`config.mk`:
```
export PLATFORM = sky130hd
export DESIGN_NAME = uart_tx_fifo
export DESIGN_NICKNAME = d
export VERILOG_FILES = /design/src/rtl/uart_tx_fifo.sv
export SDC_FILE = /design/constraint.sdc
export NUM_CORES = 1
export LEC_CHECK = 0
export ABC_AREA = 1
export ABC_CLOCK_PERIOD_IN_PS = 5400
export BUFFER_PORTS_ARGS = -buffer_cell sky130_fd_sc_hd__buf_2
export CAP_MARGIN = 20
export CORE_ASPECT_RATIO = 0.7
export CORE_MARGIN = 10
export CORE_UTILIZATION = 45
export CTS_CLUSTER_DIAMETER = 50
export DETAILED_ROUTE_END_ITERATION = 6
export PLACE_DENSITY = 0.6
export SYNTH_ARGS = -nofsm -noshare
export SYNTH_HDL_FRONTEND = slang
export SYNTH_SLANG_ARGS = --single-unit
```
`constraint.sdc`:
```
create_clock -name clk -period 5.4 [get_ports clk]
set_input_delay 1.08 -clock clk [delete_from_list [all_inputs] [get_ports clk]]
set_output_delay 1.08 -clock clk [all_outputs]
set_load 0.05 [all_outputs]
```
`src/rtl/uart_tx_fifo.sv`:
```
// Buffered UART transmitter: byte FIFO feeding a start/data/parity/stop serializer paced by a 16x tick.
// Optional flow control: define UART_TX_CTS_EN to add the cts_n input that gates frame starts.
module uart_tx_fifo #(
  parameter int FIFO_DEPTH = 16,
  parameter int OVERSAMPLE = 16,
  parameter int STOP_BITS  = 1
) (
  input  logic                          clk,
  input  logic                          reset,
  input  logic                          oversample_tick,
  input  logic                          in_valid,
  output logic                          in_ready,
  input  logic [7:0]                    in_data,
  input  logic                          parity_en,
  input  logic                          parity_odd,
`ifdef UART_TX_CTS_EN
  input  logic                          cts_n,
`endif
  output logic                          tx,
  output logic                          busy,
  output logic [$clog2(FIFO_DEPTH):0]   fifo_count
);

  // state  | meaning
  // IDLE   | line high, waiting for a tick with data queued
  // START  | start bit (low)
  // DATA   | data bits, LSB first, index in bit_q
  // PARITY | parity bit (only when latched parity_en)
  // STOP   | stop bit(s), remaining count in bit_q
  typedef enum logic [2:0] {IDLE, START, DATA, PARITY, STOP} state_t;

  localparam int AW = $clog2(FIFO_DEPTH);
  localparam int CW = AW + 1;
  localparam int TW = (OVERSAMPLE > 1) ? $clog2(OVERSAMPLE) : 1;

  logic [7:0]    mem [FIFO_DEPTH];
  logic [AW-1:0] wr_ptr, rd_ptr;
  logic          push, pop, fifo_empty, cts_ok;

  state_t        state_q, state_d;
  logic [TW-1:0] tick_q, tick_d;
  logic [2:0]    bit_q, bit_d;
  logic [7:0]    data_q, data_d;
  logic          par_en_q, par_en_d, par_odd_q, par_odd_d;
  logic          tx_d, bit_end, load;

`ifdef UART_TX_CTS_EN
  logic [1:0] cts_sync;
  always_ff @(posedge clk) begin
    if (reset) cts_sync <= 2'b11;
    else       cts_sync <= {cts_sync[0], cts_n};
  end
  assign cts_ok = ~cts_sync[1];
`else
  assign cts_ok = 1'b1;
`endif

  assign in_ready   = (fifo_count != CW'(FIFO_DEPTH));
  assign fifo_empty = (fifo_count == '0);
  assign push       = in_valid && in_ready;
  assign busy       = (state_q != IDLE) || !fifo_empty;

  always_ff @(posedge clk) begin
    if (push) mem[wr_ptr] <= in_data;
  end

  always_ff @(posedge clk) begin
    if (reset) begin
      wr_ptr     <= '0;
      rd_ptr     <= '0;
      fifo_count <= '0;
    end else begin
      if (push) wr_ptr <= wr_ptr + 1'b1;
      if (pop)  rd_ptr <= rd_ptr + 1'b1;
      case ({push, pop})
        2'b10:   fifo_count <= fifo_count + 1'b1;
        2'b01:   fifo_count <= fifo_count - 1'b1;
        default: fifo_count <= fifo_count;
      endcase
    end
  end

  always_comb begin
    state_d   = state_q;
    tick_d    = tick_q;
    bit_d     = bit_q;
    data_d    = data_q;
    par_en_d  = par_en_q;
    par_odd_d = par_odd_q;
    pop       = 1'b0;
    load      = 1'b0;
    bit_end   = oversample_tick && (tick_q == '0);

    if (state_q != IDLE && oversample_tick)
      tick_d = (tick_q == '0) ? TW'(OVERSAMPLE - 1) : tick_q - 1'b1;

    case (state_q)
      IDLE:   load = oversample_tick && !fifo_empty && cts_ok;
      START:  if (bit_end) begin
                state_d = DATA;
                bit_d   = '0;
              end
      DATA:   if (bit_end) begin
                if (bit_q == 3'd7) begin
                  state_d = par_en_q ? PARITY : STOP;
                  bit_d   = 3'(STOP_BITS - 1);
                end else begin
                  bit_d = bit_q + 1'b1;
                end
              end
      PARITY: if (bit_end) begin
                state_d = STOP;
                bit_d   = 3'(STOP_BITS - 1);
              end
      STOP:   if (bit_end) begin
                if (bit_q != '0) bit_d = bit_q - 1'b1;
                else if (!fifo_empty && cts_ok) load = 1'b1;
                else state_d = IDLE;
              end
      default: state_d = IDLE;
    endcase

    // The closing stop tick doubles as the next start tick, giving gapless frames.
    if (load) begin
      pop       = 1'b1;
      state_d   = START;
      tick_d    = TW'(OVERSAMPLE - 1);
      data_d    = mem[rd_ptr];
      par_en_d  = parity_en;
      par_odd_d = parity_odd;
    end

    case (state_d)
      START:   tx_d = 1'b0;
      DATA:    tx_d = data_d[bit_d];
      PARITY:  tx_d = (^data_d) ^ par_odd_d;
      default: tx_d = 1'b1;
    endcase
  end

  always_ff @(posedge clk) begin
    if (reset) begin
      state_q   <= IDLE;
      tick_q    <= '0;
      bit_q     <= '0;
      data_q    <= '0;
      par_en_q  <= 1'b0;
      par_odd_q <= 1'b0;
      tx        <= 1'b1;
    end else begin
      state_q   <= state_d;
      tick_q    <= tick_d;
      bit_q     <= bit_d;
      data_q    <= data_d;
      par_en_q  <= par_en_d;
      par_odd_q <= par_odd_d;
      tx        <= tx_d;
    end
  end

endmodule

```
==> results.md, run 1 <==
- Final setup violation count: 0
- Total Routed Length: 17.1 mm
- HP Start: tick_q[3]
- Post-layout nets: 864
- Buf/Inv on CP: 6
- RSZ-0062 raised after global routing: no
- Die height: 129 um
- Status: completed
- Setup WS post-layout: 2.30 ns
- Area grow syn2layout: 11.4%
- CTS H-Tree Depth: 4
- Post-synthesis xor/xnor area fraction: 0.231%
- Pwr Density: 513 nW/um2
- Via density: 5.13
- Worst min-delay path category: reg -> reg
- Yosys warning total: 0
- Mapped cell area: 7580 um2
- Total power draw: 4.33 mW
- Sequential share of the synthesized area: 60.7%
- Simple-gate portion of the synthesized area: 24.7%
- Vias in the first global route: 5172
- IO Pins: 22
- Slew headroom: 28.3%
- F_max: 0.322 GHz
- Largest net degree at the start of global routing: 67
- Setup slack at placement: 1.91 ns
- Final ANT Viol Nets: 0
- Critical path class: in -> reg
- Hold EP: tick_q[3]
- CORE AREA: 16400 um2
- Die area: 22500 um2
- Post-synthesis compound-gate area fraction: 5.08%
- Worst Hold Margin: 0.502 ns
- Least-Margin Pin Slew: 1.07 ns
- Cell chain of the critical path: buf_2, inv_1, nor2_4, nand2_1, a21oi_2, buf_4, ha_1, inv_1, fa_1, inv_1, a31oi_1, inv_1, nor2_1, nor3_1, o21ai_0, a21oi_1
- Final Cycle Share: 57.5%
- Largest stage delay on the critical path: 0.42 ns
- DRT Pass-1 Iters: 7
- Adder-cell share of the synthesized area: 2.74%
- Multiplexer area fraction after synthesis: 0%
- Crit path top cell by count: inv_1
- Most frequent cells in the layout: nand2_1, edfxtp_1, nand3_1, nor2_1, inv_1
- Vias: 5495
- Overflow after GRT: 0
- Post-DP HPWL: 11.5 mm
- Max-cap viol count: 0
- DIE WIDTH: 175 um
- Post-synth top area share: 50.7%
- Clock Skew: 0.00839 ns
- Share of cells above drive strength 1: 9.09%
- WL per Instance: 15.9 um
- Num CTS Buffers: 17
- Synth area leaders: edfxtp_1, nand2_1, dfxtp_1
- P_leak: 3.45 nW
- FF-to-FF setup slack: 2.34 ns
- Reg-to-reg startpoint: tick_q[0]
- Gate count of the mapped netlist: 822
- GR Util All Layers: 15.5%
- Worst-path maximum fanout: 21
- Commonest non-fill, non-tap cell in the layout: nand2_1
- I/O Buffers: 21
- Row count: 39
- Min Tclk post-route: 3.10 ns
- Worst VDD drop: 0.000323 V
- Worst R2R Path Depth: 17
- Clock latency on the worst-skew pair: 0.43 ns
- Startpoint Class: input pin
- Final Hold Vio Count: 0
- CP Data Required Time: 5.76 ns
- Syn_area_per_cell: 9.22 um2
- Post-CTS setup buffers: 0
- Final Wtd Congestion: 0.859
- Syn_nets: 852
- Fin. max-slew vios: 0
- Crit path DAT: 3.46 ns
- Max clock buf depth: 2
- Worst-path clk slew: 0.06 ns
- Sink Count: 166
- DRT iter0 DRCs: 554
- Crit path capture type: register
- Largest family of logic cells by synthesized area: simple AND/OR/NAND/NOR gates
- Reg2reg end: fifo_count[4]
- Residual DRC count: 0
- Area leader, netlist: edfxtp_1
- Filler Cell Count: 1528
- Unique masters post-synth: 35
- N_diodes: 0
- Worst path top cell family by delay: adder cells
- Initial antenna violation count: 0
- CP max-delay cell: fa_1
- Hold depth: 2
- Post-synthesis register bit count: 166
- First-pass GRT wire length: 27.4 mm
- CTS tree: built
- Initial Utilization: 46.2%
- TNS Setup: 0 ns
- Post-CTS resize count: 0
- Root Buffer: clkbuf_16
- Cts hold-fix bufs: 0
==> worst max path at each step <==
stage	from	end	slack, ns	cells after the start
final	oversample_tick	fifo_count[4]	2.30	16
after global routing	tick_q[0]	fifo_count[4]	2.02	17
after CTS	oversample_tick	fifo_count[4]	2.32	16
after detailed placement	oversample_tick	fifo_count[4]	1.91	16
after global placement	oversample_tick	fifo_count[4]	2.03	16
after floorplan	oversample_tick	fifo_count[4]	2.33	15
==> registers in the layout, indices dropped and copies added, names as in the netlist, named ones only <==
| signal | count |
|---|---|
| par_odd_q | 1 |
| par_en_q | 1 |
| rd_ptr | 4 |
| fifo_count | 5 |
| wr_ptr | 4 |
| state_q | 3 |
| tx | 1 |
| mem | 128 |
| bit_q | 3 |
| tick_q | 4 |
| data_q | 8 |
==> area by class of cell <==
cell class	instances	area [um2]	area share [%]
sequential	166	4610	54.5
clock buffer	17	425	5.04
clock inverter	15	178	2.10
inverter	91	342	4.05
tap	225	282	3.33
timing repair buffer	24	128	1.51
multi-input combinational	534	2480	29.4
==> synthesized netlist by cell type (all sizes together) <==
cell,count
nand4,6
a2111o,1
a21oi,17
nand3,100
nor4,1
inv,91
nor2,100
nor3,3
clkbuf,16
o21ai,41
fa,1
o211ai,2
a211oi,1
a311oi,1
a31oi,4
and3,1
dfxtp,38
or2,5
xnor2,2
buf,15
ha,15
edfxtp,128
nand2,230
a31o,1
o31ai,2
==> layer usage <==
metal / global-route usage, % / vias up / share of wire [%]
li1: - / 2740 / -
met1: 22.5 / 2607 / 51
met2: 22.8 / 139 / 43
met3: 3.95 / 9 / 5.7
met4: 3.18 / 0 / 0.59
met5: 0 / - / 0
==> stage by stage <==
step	instances	utilization [%]	area, um2
finish	1072	51.5	8440
global route	1072	51.5	8440
CTS	1072	51.5	8440
detailed placement	1040	47.8	7840
global placement	1040	47.8	7840
floorplan	822	-	7580
==> cell families after synthesis <==
logic type | Yosys count
xor gates and xnor gates | 2
adders and majority gates | 16
buffers and inverters | 122
DFF | 166
and+or+nand+nor | 446
AOI/OAI and AO/OA | 70
==> tightest hold or removal path, stage by stage, from the launching register on <==
cell and delay, ns:
dfxtp_1 0.31, o21ai_0 0.06, a31oi_1 0.07
==> power breakdown <==
group	internal, mW	switching (mW)	leakage, nW
combinational	0.463	1.08	1.70
sequential	1.49	0.0589	1.47
clock	0.730	0.508	0.280
total	2.68	1.65	3.45
Note: power is estimated with default switching activity, not from simulation.
==> inputs of run 2 (changes only) <==
Settings changed: ABC_AREA 1 to 0, ABC_CLOCK_PERIOD_IN_PS 5400 to 2600, PLACE_DENSITY 0.6 to 0.62.
Clock period 5.4 ns to 2.6 ns, I/O delays scaled along.
==> results.md, run 2 <==
- Status: complete, but fails checks
- Failing checks: setup timing
- Max clock buf depth: 2
- Seq. cell area: 4620 um2
- WL per Instance: 20.5 um
- CP Data Required Time: 2.89 ns
- Vias in the first global route: 4120
- Slew headroom: 41.6%
- Overflow after GRT: 0
- Largest stage delay on the critical path: 0.56 ns
- Reg2reg end: tx
- Worst-path maximum fanout: 12
- DRT iter0 DRCs: 352
- Crit path DAT: 2.94 ns
- Die height: 126 um
- Number of flip-flops in the largest register: 128
- CTS H-Tree Depth: 4
- Min Tclk post-route: 2.65 ns
- Worst VDD drop: 0.000521 V
- Buf/Inv on CP: 1
- Final Wtd Congestion: 0.846
- Total Routed Length: 15.7 mm
- Initial Utilization: 46.2%
- Most frequent cells in the layout: edfxtp_1, buf_4, nor2_1, dfxtp_1, a21oi_1
- Via density: 5.55
- Num CTS Buffers: 17
- Final Cycle Share: 102%
- Root Buffer: clkbuf_16
- Synth area leaders: edfxtp_1, dfxtp_1, mux4_1
- Post-DP HPWL: 10.8 mm
- Setup WS post-layout: -0.0508 ns
- Vias: 4241
- Mapped cell area: 7200 um2
- Largest registers: mem (128), data_q (8), fifo_count (5)
- Register with the most flip-flops: mem
- Area leader, netlist: edfxtp_1
- DRT Pass-1 Iters: 5
- Multi-input logic area: 2440 um2
- Final ANT Viol Nets: 0
- Least-Margin Pin Slew: 0.873 ns
- Final setup violation count: 1
- Syn_area_per_cell: 15.0 um2
- Setup slack at placement: -0.0773 ns
- Share of cells above drive strength 1: 29.1%
- Critical path class: reg -> reg
- Syn_nets: 509
- Final Hold Vio Count: 0
- Clock latency on the worst-skew pair: 0.43 ns
- Yosys warning total: 0
- Initial antenna violation count: 0
- Pwr Density: 1070 nW/um2
- Largest net degree at the start of global routing: 35
- Sequential share of the synthesized area: 63.9%
- Fin cells: 764
- P_leak: 3.04 nW
- CP max-delay cell: mux4_1
- HP Start: parity_en
- Placed Cells incl. Taps: 726
- CTS tree: built
- Gate count of the mapped netlist: 479
- Post-layout util: 55.1%
- Fin. max-slew vios: 0
- Worst R2R Path Depth: 9
- Crit path top cell by count: xnor2_1
- First-pass GRT wire length: 24.3 mm
- Die area: 21500 um2
- Worst-path clk slew: 0.06 ns
- Commonest non-fill, non-tap cell in the layout: edfxtp_1
- DIE WIDTH: 171 um
- Hold EP: par_en_q
- RSZ-0062 raised after global routing: yes
- Total power draw: 9.23 mW
- Residual DRC count: 0
- Cell chain of the critical path: buf_12, mux4_1, mux2_2, nand2_1, a31o_2, xnor2_1, xnor3_1, xnor2_1, o22ai_1
- GR Util All Layers: 15.0%
- Most used DFF post-synth: edfxtp_1
- Worst path top cell family by delay: multiplexers
- Commonest cells post-synth: edfxtp_1, nor2_1, dfxtp_1, a21oi_1, mux2i_1
- Max-cap viol count: 0
- F_max: 0.377 GHz
- Post-synth EDFFs: 128
- Cts hold-fix bufs: 0
- Unique masters post-synth: 61
- Row count: 38
- Crit path capture type: register
- Post-synthesis register bit count: 166
- Area grow syn2layout: 19.4%
- Post-layout nets: 581
- Hold depth: 3
- Sink Count: 166
- CORE AREA: 15600 um2
- N_diodes: 0
- IO Pins: 22
- Worst min-delay path category: in -> reg
- I/O Buffers: 21
- Ys async rst share: 0%
- Post-synth top area share: 53.4%
- Most common cell in the netlist: edfxtp_1
- Filler Cell Count: 1281
- Clock Skew: 0.00870 ns
- FF-to-FF setup slack: -0.05 ns
- Startpoint Class: register
## run 2: changes by cell type after synthesis, sizes merged, moves of 8 or more
cell / before / now
inv: 91 / 17
nor2b: 0 / 9
nand2: 230 / 20
nand3: 100 / 4
a21oi: 17 / 25
o21ai: 41 / 18
mux2i: 0 / 20
a221oi: 0 / 8
xor2: 0 / 8
mux4: 0 / 26
nor2: 100 / 48
## run 2: logic make-up (layout without fill, tap and decap cells)
logic type,Yosys count,after routing,share of synthesized area (%)
flops,166,166,63.9
fa+ha+maj,16,16,2.88
mux,51,51,12.4
xor+xnor,17,17,2.36
buf+inv,41,126,3.04
simple gates,111,111,7.82
compound gates,77,77,7.59
## run 2: area by class of cell
type                            count  share of cell area, %
Multi-Input combinational cell    272                   28.4
Timing Repair Buffer               76                   6.94
Sequential cell                   166                   53.8
Inverter                           18                  0.844
Clock inverter                     15                   2.14
Clock buffer                       17                   4.95
Tap cell                          200                   2.91
## run 2: how the worst max path moves through the flow
stage	startpoint	to	depth (start not counted)
after floorplan	tick_q[1]	fifo_count[4]	16
after global placement	tick_q[1]	tx	11
after detailed placement	tick_q[1]	tx	11
after CTS	register	tx	9
after global routing	tick_q[0]	tx	13
final	register	tx	9
## run 2: metal layers
| metal | global-route usage [%] | routed length (um) |
|---|---|---|
| met5 | 0 | 0 |
| met3 | 3.15 | 877 |
| met4 | 4.90 | 190 |
| met2 | 20.5 | 6870 |
| met1 | 22.9 | 7750 |
## run 2: repair_timing
action	in CTS	in global routing
cloned	1	0
setup buffers	4	1
setup endpoints to repair	2	3
resized for setup	3	7
pin swaps	5	3
## run 2: stage by stage
stage          hold WS [ns]  cell area [um2]  setup TNS [ns]
2_1_floorplan         0.445             7270          -0.299
3_3_place_gp          0.468             7890         -0.0632
3_5_place_dp          0.468             7890          -0.126
4_1_cts               0.336             8560         -0.0431
5_1_grt               0.360             8600          -0.304
6_report              0.350             8600         -0.0508
## run 2: tightest hold or removal path: stages
cell and delay [ns]:
buf_2 0.10, nand2_1 0.05, a21oi_1 0.05
## run 2: power breakdown
group          internal, mW  leakage, nW  switching (mW)
Sequential             3.09         1.47           0.158
Combinational          1.71         1.27            1.70
Clock                  1.46        0.300            1.12
==> inputs of run 3 (changes only) <==
Settings changed: PLACE_DENSITY 0.62 to 0.65.
==> results.md, run 3 (synthesized netlist as in run 2, its figures left out) <==
- Met1 wire length: 7.75 mm
- DIE WIDTH: 171 um
- Final setup violation count: 2
- Vias: 4286
- Post-layout nets: 593
- Post-DP HPWL: 11.0 mm
- Worst-path clk slew: 0.06 ns
- Setup WS post-layout: -0.0315 ns
- WL met2: 7.08 mm
- Fin. max-slew vios: 0
- Setup slack at placement: -0.0755 ns
- Vias in the first global route: 4255
- Number of flip-flops in the largest register: 128
- Worst min-delay path category: in -> reg
- Final Hold Vio Count: 0
- DR top layer: met4
- Placed Cells incl. Taps: 733
- CORE AREA: 15600 um2
- Initial antenna violation count: 0
- DRT Pass-1 Iters: 5
- Clock Skew: 0.0119 ns
- Register with the most flip-flops: mem
- Slew headroom: 32.1%
- Worst R2R Path Depth: 15
- Final ANT Viol Nets: 0
- Failing checks: setup timing
- Via density: 5.52
- Root Buffer: clkbuf_16
- Crit path capture type: register
- N_diodes: 0
- Row count: 38
- Status: complete, but fails checks
- CP Data Required Time: 2.94 ns
- P_leak: 3.07 nW
- Clock latency on the worst-skew pair: 0.43 ns
- Startpoint Class: register
- DRT iter0 DRCs: 396
- Min Tclk post-route: 2.63 ns
- Max clock buf depth: 2
- Die area: 21500 um2
- Total Routed Length: 16.1 mm
- Final Cycle Share: 101%
- IO Pins: 22
- Max-cap viol count: 0
- Num CTS Buffers: 17
- Residual DRC count: 0
- Least-Margin Pin Slew: 1.01 ns
- CTS tree: built
- RSZ-0062 raised after global routing: yes
- Worst-path maximum fanout: 3
- F_max: 0.380 GHz
- GR Util All Layers: 15.4%
- Largest net degree at the start of global routing: 35
- Overflow after GRT: 0
- Filler Cell Count: 1236
- DR WL met3: 1.12 mm
- CP Launch Point: tick_q[0]
- Critical path class: reg -> reg
- CTS H-Tree Depth: 4
- Sink Count: 166
- Crit path DAT: 2.98 ns
- Commonest non-fill, non-tap cell in the layout: edfxtp_1
- Final Wtd Congestion: 0.831
- Largest registers: mem (128), data_q (8), fifo_count (5)
- Pwr Density: 1070 nW/um2
- Most frequent cells in the layout: edfxtp_1, buf_4, nor2_1, dfxtp_1, a21oi_1
- Die height: 126 um
- I/O Buffers: 21
- Fin cells: 776
- Area grow syn2layout: 20.7%
- Share of cells above drive strength 1: 32.6%
- Worst VDD drop: 0.000569 V
- Reg-to-reg startpoint: tick_q[0]
- Hold depth: 3
- HP Start: parity_en
- WL per Instance: 20.7 um
- First-pass GRT wire length: 25.0 mm
- Initial Utilization: 46.2%
-- run 3: final cells by class --
cell class,instances,area (um2),area share [%]
inverters,18,72.6,0.835
well taps,200,250,2.88
clock inverters,15,153,1.76
multi-input cells,272,2460,28.4
clock buffers,17,425,4.89
flip-flops and latches,166,4620,53.2
repair buffers,88,702,8.08
-- run 3: through the flow --
stage	area, um2	hold WS (ns)	power, mW	utilization, %	TNS [ns]
6_report	8690	0.337	9.29	55.7	-0.0386
5_1_grt	8690	0.336	9.73	55.7	-0.289
4_1_cts	8650	0.327	9.28	55.4	-0.00615
3_5_place_dp	7930	0.470	6.60	50.9	-0.143
3_3_place_gp	7930	0.459	6.52	50.9	-0.0531
2_1_floorplan	7270	0.445	5.64	-	-0.299
-- run 3: metal layers --
layer / vias up / GRT usage, %
met1: 2129 / 22.6
li1: 2000 / -
met3: 13 / 3.90
met2: 144 / 21.5
met4: 0 / 5.81
met5: - / 0
-- run 3: critical path, cell delays in order (launching register included) --
cell and delay (ns):
dfxtp_2 0.33, inv_2 0.07, ha_4 0.13, or3b_4 0.39, o21ai_4 0.16, nand2_4 0.07, clkinv_4 0.07, ha_4 0.14
inv_2 0.04, fa_2 0.34, inv_2 0.05, a21o_1 0.12, a21oi_2 0.06, xnor2_1 0.13, or3_1 0.30, a21oi_1 0.15
-- run 3: path summary, 6_finish.rpt --
| path | end | slack (ns) |
|---|---|---|
| worst max-delay path | fifo_count[4] | -0.03 |
| worst min-delay path | par_en_q | 0.34 |
| worst max register to register | fifo_count[4] | -0.03 |
| worst min register to register | par_en_q | 0.48 |
-- run 3: power by group --
group	leakage (nW)	total [mW]	switching, mW	internal [mW]
logic	1.32	3.54	1.75	1.79
clock network	0.277	2.48	1.06	1.42
registers	1.47	3.26	0.168	3.09
total	3.07	9.29	2.99	6.30
-- run 3: repair_timing --
item,4_1_cts,5_1_grt
gates cloned,2,0
gates resized for setup,19,7
buffers inserted,8,2
endpoints found under the setup margin,2,3
hold buffers,0,0
pin swaps,14,3
